<file path="config.mk">
export PLATFORM = sky130hd
export DESIGN_NAME = ccg_sweep_ctrl
export DESIGN_NICKNAME = d
export VERILOG_FILES = /design/src/rtl/ccg_sweep_ctrl.sv
export SDC_FILE = /design/constraint.sdc
export NUM_CORES = 1
export LEC_CHECK = 0
export ABC_AREA = 1
export CELL_PAD_IN_SITES_DETAIL_PLACEMENT = 1
export CELL_PAD_IN_SITES_GLOBAL_PLACEMENT = 1
export CORE_MARGIN = 1
export CORE_UTILIZATION = 42
export CTS_BUF_LIST = sky130_fd_sc_hd__clkbuf_8
export DETAILED_ROUTE_END_ITERATION = 10
export PLACE_DENSITY = 0.95
export SETUP_SLACK_MARGIN = 0.02
export SYNTH_ARGS = -nofsm -noshare
export SYNTH_HDL_FRONTEND = slang
export SYNTH_SLANG_ARGS = --single-unit
</file>
<file path="constraint.sdc">
create_clock -name clk -period 3.18 [get_ports clk]
set_input_delay 0.636 -clock clk [delete_from_list [all_inputs] [get_ports clk]]
set_output_delay 0.636 -clock clk [all_outputs]
set_load 0.03 [all_outputs]
</file>
<file path="src/rtl/ccg_sweep_ctrl.sv">
// ccg_sweep_ctrl: exhaustive truth-table sweep with golden compare, first-fail capture and response signature
module ccg_sweep_ctrl #(
    parameter int N_IN   = 2,
    parameter int N_OUT  = 5,
    parameter int SETTLE = 1
) (
    input  logic             clk,
    input  logic             rst,
    input  logic             start,
    input  logic             golden_we,
    input  logic [N_IN-1:0]  golden_addr,
    input  logic [N_OUT-1:0] golden_data,
    output logic [N_IN-1:0]  dut_x,
    input  logic [N_OUT-1:0] dut_f,
    output logic             busy,
    output logic             done,
    output logic             pass,
    output logic [N_IN:0]    fail_count,
    output logic [N_IN-1:0]  first_fail_vec,
    output logic             first_fail_valid,
    output logic [15:0]      signature
);
    localparam int CW = $clog2(SETTLE + 1);
    typedef enum logic [1:0] {IDLE, DRIVE, SAMPLE, DONE} state_t;
    state_t state, state_n;
    logic [CW-1:0] cnt;
    logic [N_OUT-1:0] golden [2**N_IN];
    logic miss, last;
    logic [N_IN:0] fail_n;
    logic [15:0] sig_n;
    assign busy = state != IDLE;
    assign done = state == DONE;
    assign last = &dut_x;
    assign miss = dut_f != golden[dut_x];
    assign fail_n = fail_count + (N_IN+1)'(miss);
    assign sig_n = {signature[14:0], 1'b0} ^ (signature[15] ? 16'h1021 : 16'h0000) ^ 16'(dut_f);
    always_comb begin
        state_n = state;
        case (state)
            IDLE:    state_n = start ? DRIVE : IDLE;
            DRIVE:   state_n = cnt == CW'(1) ? SAMPLE : DRIVE;
            SAMPLE:  state_n = last ? DONE : DRIVE;
            DONE:    state_n = IDLE;
            default: state_n = IDLE;
        endcase
    end
    always_ff @(posedge clk) begin
        if (rst) begin
            state            <= IDLE;
            cnt              <= '0;
            dut_x            <= '0;
            pass             <= 1'b0;
            fail_count       <= '0;
            first_fail_vec   <= '0;
            first_fail_valid <= 1'b0;
            signature        <= '0;
            for (int i = 0; i < 2**N_IN; i++) golden[i] <= '0;
        end else begin
            state <= state_n;
            if (state == IDLE && golden_we) golden[golden_addr] <= golden_data;
            if (state == IDLE && start) begin
                dut_x            <= '0;
                cnt              <= CW'(SETTLE);
                pass             <= 1'b0;
                fail_count       <= '0;
                first_fail_vec   <= '0;
                first_fail_valid <= 1'b0;
                signature        <= '0;
            end
            if (state == DRIVE) cnt <= cnt - CW'(1);
            if (state == SAMPLE) begin
                fail_count <= fail_n;
                signature  <= sig_n;
                if (miss && !first_fail_valid) begin
                    first_fail_vec   <= dut_x;
                    first_fail_valid <= 1'b1;
                end
                // pass is settled on the last sample so it is already valid during the done pulse
                if (last) pass <= fail_n == '0;
                else begin
                    dut_x <= dut_x + N_IN'(1);
                    cnt   <= CW'(SETTLE);
                end
            end
        end
    end
endmodule
</file>
---- Word-level counts from Yosys, hierarchy flattened ----
Memory sizes are Yosys's and may differ from the RTL's. A register that Yosys moved wholly into a read port is not among the register bits.
Cells that the tools add are included.
Widths: inputs -> output; s select.
operators by class
  add/subtract/negate cells ............... 3
  reductions and logical operators ........ 10
  multiplexer cells ....................... 34
  eq/ne operators ......................... 4
  bitwise operators ....................... 2
operators by type and width
  cell                 number
  $mux 16              2
  $mux 2               10
  $mux 1               17
  $xor 16x13->16       1
  $xor 16x5->16        1
  $mux 13              1
  $pmux 2 s4           1
  $mux 3               2
  $mux 5               1
  $ne 5x5->1           1
  $reduce_or 5->1      1
  $eq 2x2->1 const B   2
  $reduce_bool 2->1    2
  $add 3x1->3          1
  $logic_and 1x1->1    3
  $logic_not 3->1      1
  $add 2x1->2 const B  1
  $eq 2x1->1 const B   1
  $logic_not 2->1      1
  $reduce_and 2->1     1
  $logic_not 1->1      1
  $sub 1x1->1 const B  1
storage, ports and cells
  output and inout bits ................... 27
  memories ................................ 1
  RAM bits ................................ 20
  bits of input ports ..................... 16
  logic and storage cells ................. 62
  register bits ........................... 28
memory list
  memory  depth  width  rd ports  clocked after Yosys merged registers in  write ports  RTL line  RTL
  golden  4      5      1         1                                        4            27        logic [N_OUT-1:0] golden [2**N_IN];

---- Logic depth before layout (Yosys ltp) ----
Gate-level depths: netlist of the first run.
  word-level depth ........................ 7
  mapped depth ............................ 16
  depth with buffers taken out ............ 15

---- Worst setup path before layout of the first run ----
Ideal clock, no wire load.
  path type ............................... register -> register
  start ................................... register dut_x[0]
  end ..................................... register pass
  arrival time ............................ 2.130 ns
  required time ........................... 3.115 ns
  library setup time ...................... 0.065 ns
  buffers on the path ..................... 1
  period minus slack after synthesis ...... 2.195 ns
  slack ................................... 0.985 ns
  cell stages (with the launch flop) ...... 16
  cell sequence ........................... dfxtp_1 > inv_2 > buf_6 > nand2_1 > nand3_1 > nand2_1 > nand2_1 > nand2_1 > inv_1 > nor2_2 > nand2_2 > ha_1 > ha_1 > nor4_1 > a31oi_1 > nor2_1
between the ends
  cells in the longest elaborated chain, start to end .. 3
RTL lines
  element                 RTL line  RTL
  start, declared         13        output logic [N_IN-1:0] dut_x,
  start signal, assigned  81        dut_x <= dut_x + N_IN'(1);
  $reduce_and 2->1        33        assign last = &dut_x;
  $mux 1                  79        if (last) pass <= fail_n == '0;
  $mux 1                  71        if (state == SAMPLE) begin
  end signal, assigned    52        pass <= 1'b0;
  end signal, assigned    64        pass <= 1'b0;
  end signal, assigned    79
  end, declared           17        output logic pass,
Every way passes these cells.
A chain may end at the register's enable or synchronous reset.

---- Worst setup path after layout of the first run ----
Ends and elaborated chain as after synthesis.

==> impl_metrics.ini, run 1 <==
[timing]
clock_skew_ns = 0.01087
slew_headroom_pct = 44.98
finalSetupTns_ns = 0
setup_viol = 0
hold_viol_final = 0
fmax_mhz = 381.1
fin_ws_ns = 0.5558
slew_violations = 0
worst_pin_slew_ns = 0.8184
hold_ws_ns = 0.4828
grt_setup_unrepaired = no
post-route-min-period_ns = 2.624
period_share_pct = 82.52

[clock_tree]
numClockSinks = 48
cts_buffers = 5
cts_max_level = 2
clk_path_buf_depth = 2
postCtsHoldBufs = 0
clk_latency_ns = 0.31
postCtsResizedCells = 0
cts_root_buffer = clkbuf_8
cts_tree = built
postCtsSetupBuffers = 0
path_clk_slew_ns = 0.09

[critical_path]
cp_top_family = simple AND/OR/NAND/NOR gates
crit_slowest_cell = dfxtp_1
required_ns = 3.43
startpoint = dut_x[0]$_SDFF_PP0_
cpMostUsedCell = nand2_1
critPathLaunchType = flip-flop
worstPathArrival_ns = 2.87
r2r_setup_slack_ns = 0.56
worstSetupEndpointType = flip-flop
rr_startpoint = dut_x[0]$_SDFF_PP0_
critPathKind = flip-flop to flip-flop
r2r-end = pass$_SDFF_PP0_
path_buf_inv = 1
worstPathCellList = inv_2 > nand2_1 > nand3_1 > nand2_1 > nand2_1 > nand2_1 > nand2_1 > nor2_2 > nand2_2 > ha_1 > ha_1 > nor4_1 > a31oi_1 > nor2_1
reg2reg_depth = 14
cp_max_fo = 13
critPathMaxStageDelay_ns = 0.62

[cells_and_area]
areaGrowthSynthToFinish_pct = 26.52
fillerInstances = 611
multiInputGateArea_um2 = 857.1
nNetsFinal = 338
seq_area_um2 = 1161
n_antenna_cell = 0
design_area_um2 = 2758
layout-drive-gt1-share_pct = 4.688

[worst_hold_path]
holdPathStages = 2
worstHoldStart = signature[13]$_SDFFE_PP0P_
hold-path-endpoint = signature[13]$_SDFFE_PP0P_
hold_class = flip-flop to flip-flop

[synthesis]
syn_nets = 296
ys_ff_latch = 48
synth_area_leaders = edfxtp_1, dfxtp_1, nand2_1
synth_edf_count = 20
synth_top_area_cell = edfxtp_1
synthArstFlopShare_pct = 0
ys_warn_count = 0
synth_cell_types = 22
syn_area_um2 = 2180
synth_seq_area_share_pct = 53.27
syn_inst = 277
synth-main-ff-cell = dfxtp_1
synth_area_per_cell_um2 = 7.869
synth_top_area_share_pct = 27.55

[run]
maxCapViolCount = 0

[route]
dr.pass1.iters = 4
vias = 1991
detail_route.wl_per_cell_um = 14.96
ant_nets = 0
viasPerCell = 5.145
post-route-drc-count = 0
drtIter0Drc = 71
routed_wl_mm = 5.791

[global_routing]
overflow = 0
grt_max_degree = 24
grt_pass1_vias = 2027
gr-usage-all-layers_pct = 23.42
grt_antenna_before_repair = 0
grt_pass1_wl_mm = 9.528

[floorplan]
die_y_um = 74.04
start_util_pct = 44.95
io_pins = 43
die_area_um2 = 5482
die_x_um = 74.04
core_area_um2 = 4848
rows = 25

[placement]
io_buffers = 42
place.gp.congestion = 0.7658
dpl_cell_area_um2 = 2646
dp_slack_ns = 0.4996
dpl.hpwl_mm = 4.255

[outcome]
status = completed

[pwr]
p_per_area_nw_per_um2 = 456.2
ir_drop_uv = 241.7
leakagePower_nw = 1.095
[synthesized netlist by cell type (2+ instances only)]
cell and instances:
buf_4 3, nor3_1 5, nand3_1 19, inv_2 2, dfxtp_1 28, a31oi_1 2
clkbuf_1 5, a21oi_1 31, o21ai_0 10, nor2_1 33, edfxtp_1 20, ha_1 3
inv_1 27, nand2_1 81
[layout make-up]
cell class | count | share of cell area, %
flip-flops and latches | 48 | 42.11
multi-input cells | 191 | 31.08
repair buffers | 44 | 15.79
inverters | 29 | 3.947
well taps | 67 | 3.040
clock buffers | 5 | 2.495
clock inverters | 3 | 1.543
[cells in the final DEF (no fill, tap or decap)]
master,Yosys,final
clkinv_2,0,1
nor3_1,5,5
clkdlybuf4s50_1,0,42
xor2_1,1,1
nand2_2,1,1
nor2_2,1,1
clkinvlp_4,0,1
a31oi_1,2,2
nor4_1,1,1
buf_4,3,2
a21oi_1,31,31
inv_1,27,27
dfxtp_1,28,28
nand2_1,81,81
inv_2,2,2
ha_1,3,3
nor2_1,33,33
a211oi_1,1,1
nor2_4,1,1
bufinv_16,0,1
nand3_1,19,19
o21ai_0,10,10
edfxtp_1,20,20
o31ai_1,1,1
clkbuf_8,0,5
[state kept, by name, indices dropped and copies added, names as in the netlist]
signal / count
pass: 1
fail_count: 3
state: 2
first_fail_vec: 2
dut_x: 2
signature: 16
first_fail_valid: 1
golden: 20
cnt: 1
[logic make-up (layout without fill, tap and decap cells)]
kind of cell / after synthesis / after routing / share of synthesized area [%]
adders and majority gates: 3 / 3 / 1.722
AOI/OAI and AO/OA: 45 / 45 / 10.68
DFF: 48 / 48 / 53.27
xor gates and xnor gates: 1 / 1 / 0.4019
and+or+nand+nor: 142 / 142 / 26.52
buffers and inverters: 38 / 81 / 7.406
[where the power goes]
group          total (mW)  leakage [nW]  internal (mW)  switching (mW)
registers           0.676         0.434          0.663          0.0131
clock network       0.437        0.0541          0.233           0.205
logic               0.145         0.607         0.0511          0.0934
[worst max-delay path by stage]
| stage | end | slack (ns) | cells after the start |
|---|---|---|---|
| 2_1_floorplan | pass$_SDFF_PP0_ | 0.98 | 15 |
| 3_3_place_gp | pass$_SDFF_PP0_ | 0.68 | 11 |
| 3_5_place_dp | pass$_SDFF_PP0_ | 0.50 | 11 |
| 4_1_cts | pass$_SDFF_PP0_ | 0.56 | 14 |
| 5_1_grt | pass$_SDFF_PP0_ | 0.31 | 14 |
| 6_report | pass$_SDFF_PP0_ | 0.56 | 14 |
[tightest hold or removal path, stage by stage (launching register included)]
cell and delay [ns]:
dfxtp_1 0.33, nand2_1 0.06, a21oi_1 0.05
[metal layers]
layer	part of all wire [%]	global-route usage (%)	routed length, um
met5	0	0	0
met4	1.8	10.04	107
met3	3.6	4.607	211
met2	54	44.85	3121
met1	41	24.68	2351
[stage by stage]
step	util, %	instances	total power, mW
2_1_floorplan	-	277	0.7770
4_1_cts	56.88	387	1.269
5_1_grt	56.88	387	1.308
3_3_place_gp	54.58	379	0.8249
3_5_place_dp	54.58	379	0.8331
6_report	56.88	387	1.258
No activity file was read; power rests on OpenSTA's default activity.
==> run 2: changes to the inputs <==
CORE_UTILIZATION = 39   (was 42)
PLACE_DENSITY = 0.93   (was 0.95)
clock period = 2.7 ns   (was 3.18 ns; I/O delays follow)
==> impl_metrics.ini, run 2 (synthesis gave the netlist of run 1 again) <==
[cells_and_area]
n_antenna_cell = 0
nNetsFinal = 341
final_cell_mix = nand2_1, clkdlybuf4s50_1, nor2_1
top_register = golden
reg.largest.list = golden x20, signature x16, fail_count x3
final_core_util_pct = 52.82
fillerInstances = 660
largest_reg_flops = 20
areaGrowthSynthToFinish_pct = 26.92
stdcell_count = 393
design_area_um2 = 2766
final_common_cell = nand2_1
layout-drive-gt1-share_pct = 5.263

[route]
detail_route.wl_per_cell_um = 14.33
ant_nets = 0
viasPerCell = 5.020
vias = 1973
post-route-drc-count = 0
routed_wl_mm = 5.630
dr.pass1.iters = 5
drtIter0Drc = 92

[timing]
fin_ws_ns = 0.3485
slew_violations = 0
grt_setup_unrepaired = no
setup_viol = 0
hold_ws_ns = 0.4886
finalSetupTns_ns = 0
clock_skew_ns = 0.006634
period_share_pct = 87.09
hold_viol_final = 0
worst_pin_slew_ns = 0.7942
fmax_mhz = 425.3
post-route-min-period_ns = 2.352
slew_headroom_pct = 46.50

[global_routing]
overflow = 0
grt_antenna_before_repair = 0
grt_pass1_vias = 2029
gr-usage-all-layers_pct = 20.61
grt_max_degree = 26
grt_pass1_wl_mm = 9.522

[pwr]
ir_drop_uv = 212.9
leakagePower_nw = 1.104
p_total_mw = 1.409
p_per_area_nw_per_um2 = 509.2

[clock_tree]
cts_buffers = 5
clk_path_buf_depth = 2
postCtsSetupBuffers = 0
cts_max_level = 2
path_clk_slew_ns = 0.09
clk_latency_ns = 0.30
numClockSinks = 48
postCtsResizedCells = 0
cts_root_buffer = clkbuf_8
postCtsHoldBufs = 0
cts_tree = built

[critical_path]
required_ns = 2.94
worstSetupEndpointType = flip-flop
cp_max_fo = 9
worstPathArrival_ns = 2.59
critPathLaunchType = flip-flop
critPathKind = flip-flop to flip-flop

[floorplan]
die_area_um2 = 5891
core_area_um2 = 5238
die_y_um = 76.76
die_x_um = 76.76
rows = 26
io_pins = 43
start_util_pct = 41.61

[placement]
place.gp.congestion = 0.7969
io_buffers = 42
dp_slack_ns = 0.2051
placed_cells = 385
dpl_cell_area_um2 = 2673
dpl.hpwl_mm = 4.401

[run]
maxCapViolCount = 0

[worst_hold_path]
hold_class = flip-flop to flip-flop

[outcome]
status = completed
## run 2: final timing paths
kind | depth (start not counted) | to | start | slack (ns)
worst max-delay path | 12 | pass$_SDFF_PP0_ | dut_x[1]$_SDFF_PP0_ | 0.35
worst min-delay path | 2 | signature[13]$_SDFFE_PP0P_ | signature[13]$_SDFFE_PP0P_ | 0.49
worst max register to register | 12 | pass$_SDFF_PP0_ | dut_x[1]$_SDFF_PP0_ | 0.35
worst min register to register | 2 | signature[13]$_SDFFE_PP0P_ | signature[13]$_SDFFE_PP0P_ | 0.49
## run 2: area by class of cell
class,count,area [um^2],share of cell area (%)
inverter,29,108.9,3.935
timing repair buffer,47,457.9,16.55
multi-input combinational,191,857.1,30.98
clock buffer,6,82.58,2.985
clock inverter,2,11.26,0.4071
tap,70,87.58,3.166
sequential,48,1161,41.97
## run 2: layer usage
metal  share of wire [%]  track usage (%)
met1                  43            23.16
met2                  52            38.21
met3                 3.7            4.762
met4                 1.7            6.154
met5                   0                0
## run 2: report_power, final
| group | switching (mW) | leakage (nW) | internal [mW] | total [mW] |
|---|---|---|---|---|
| clock | 0.234 | 0.0486 | 0.205 | 0.438 |
| combinational | 0.110 | 0.622 | 0.0634 | 0.174 |
| sequential | 0.0158 | 0.434 | 0.781 | 0.797 |
| total | 0.360 | 1.10 | 1.05 | 1.41 |
## run 2: worst max-delay path: stages, from the launching register on
cell and delay, ns:
dfxtp_1 0.52, inv_1 0.20, nand3_1 0.19, nand3_1 0.09
nand2_1 0.09, inv_1 0.06, nor2_2 0.11, nand2_2 0.09
ha_1 0.19, ha_1 0.29, nor4_1 0.27, a31oi_1 0.07
nor2_1 0.11
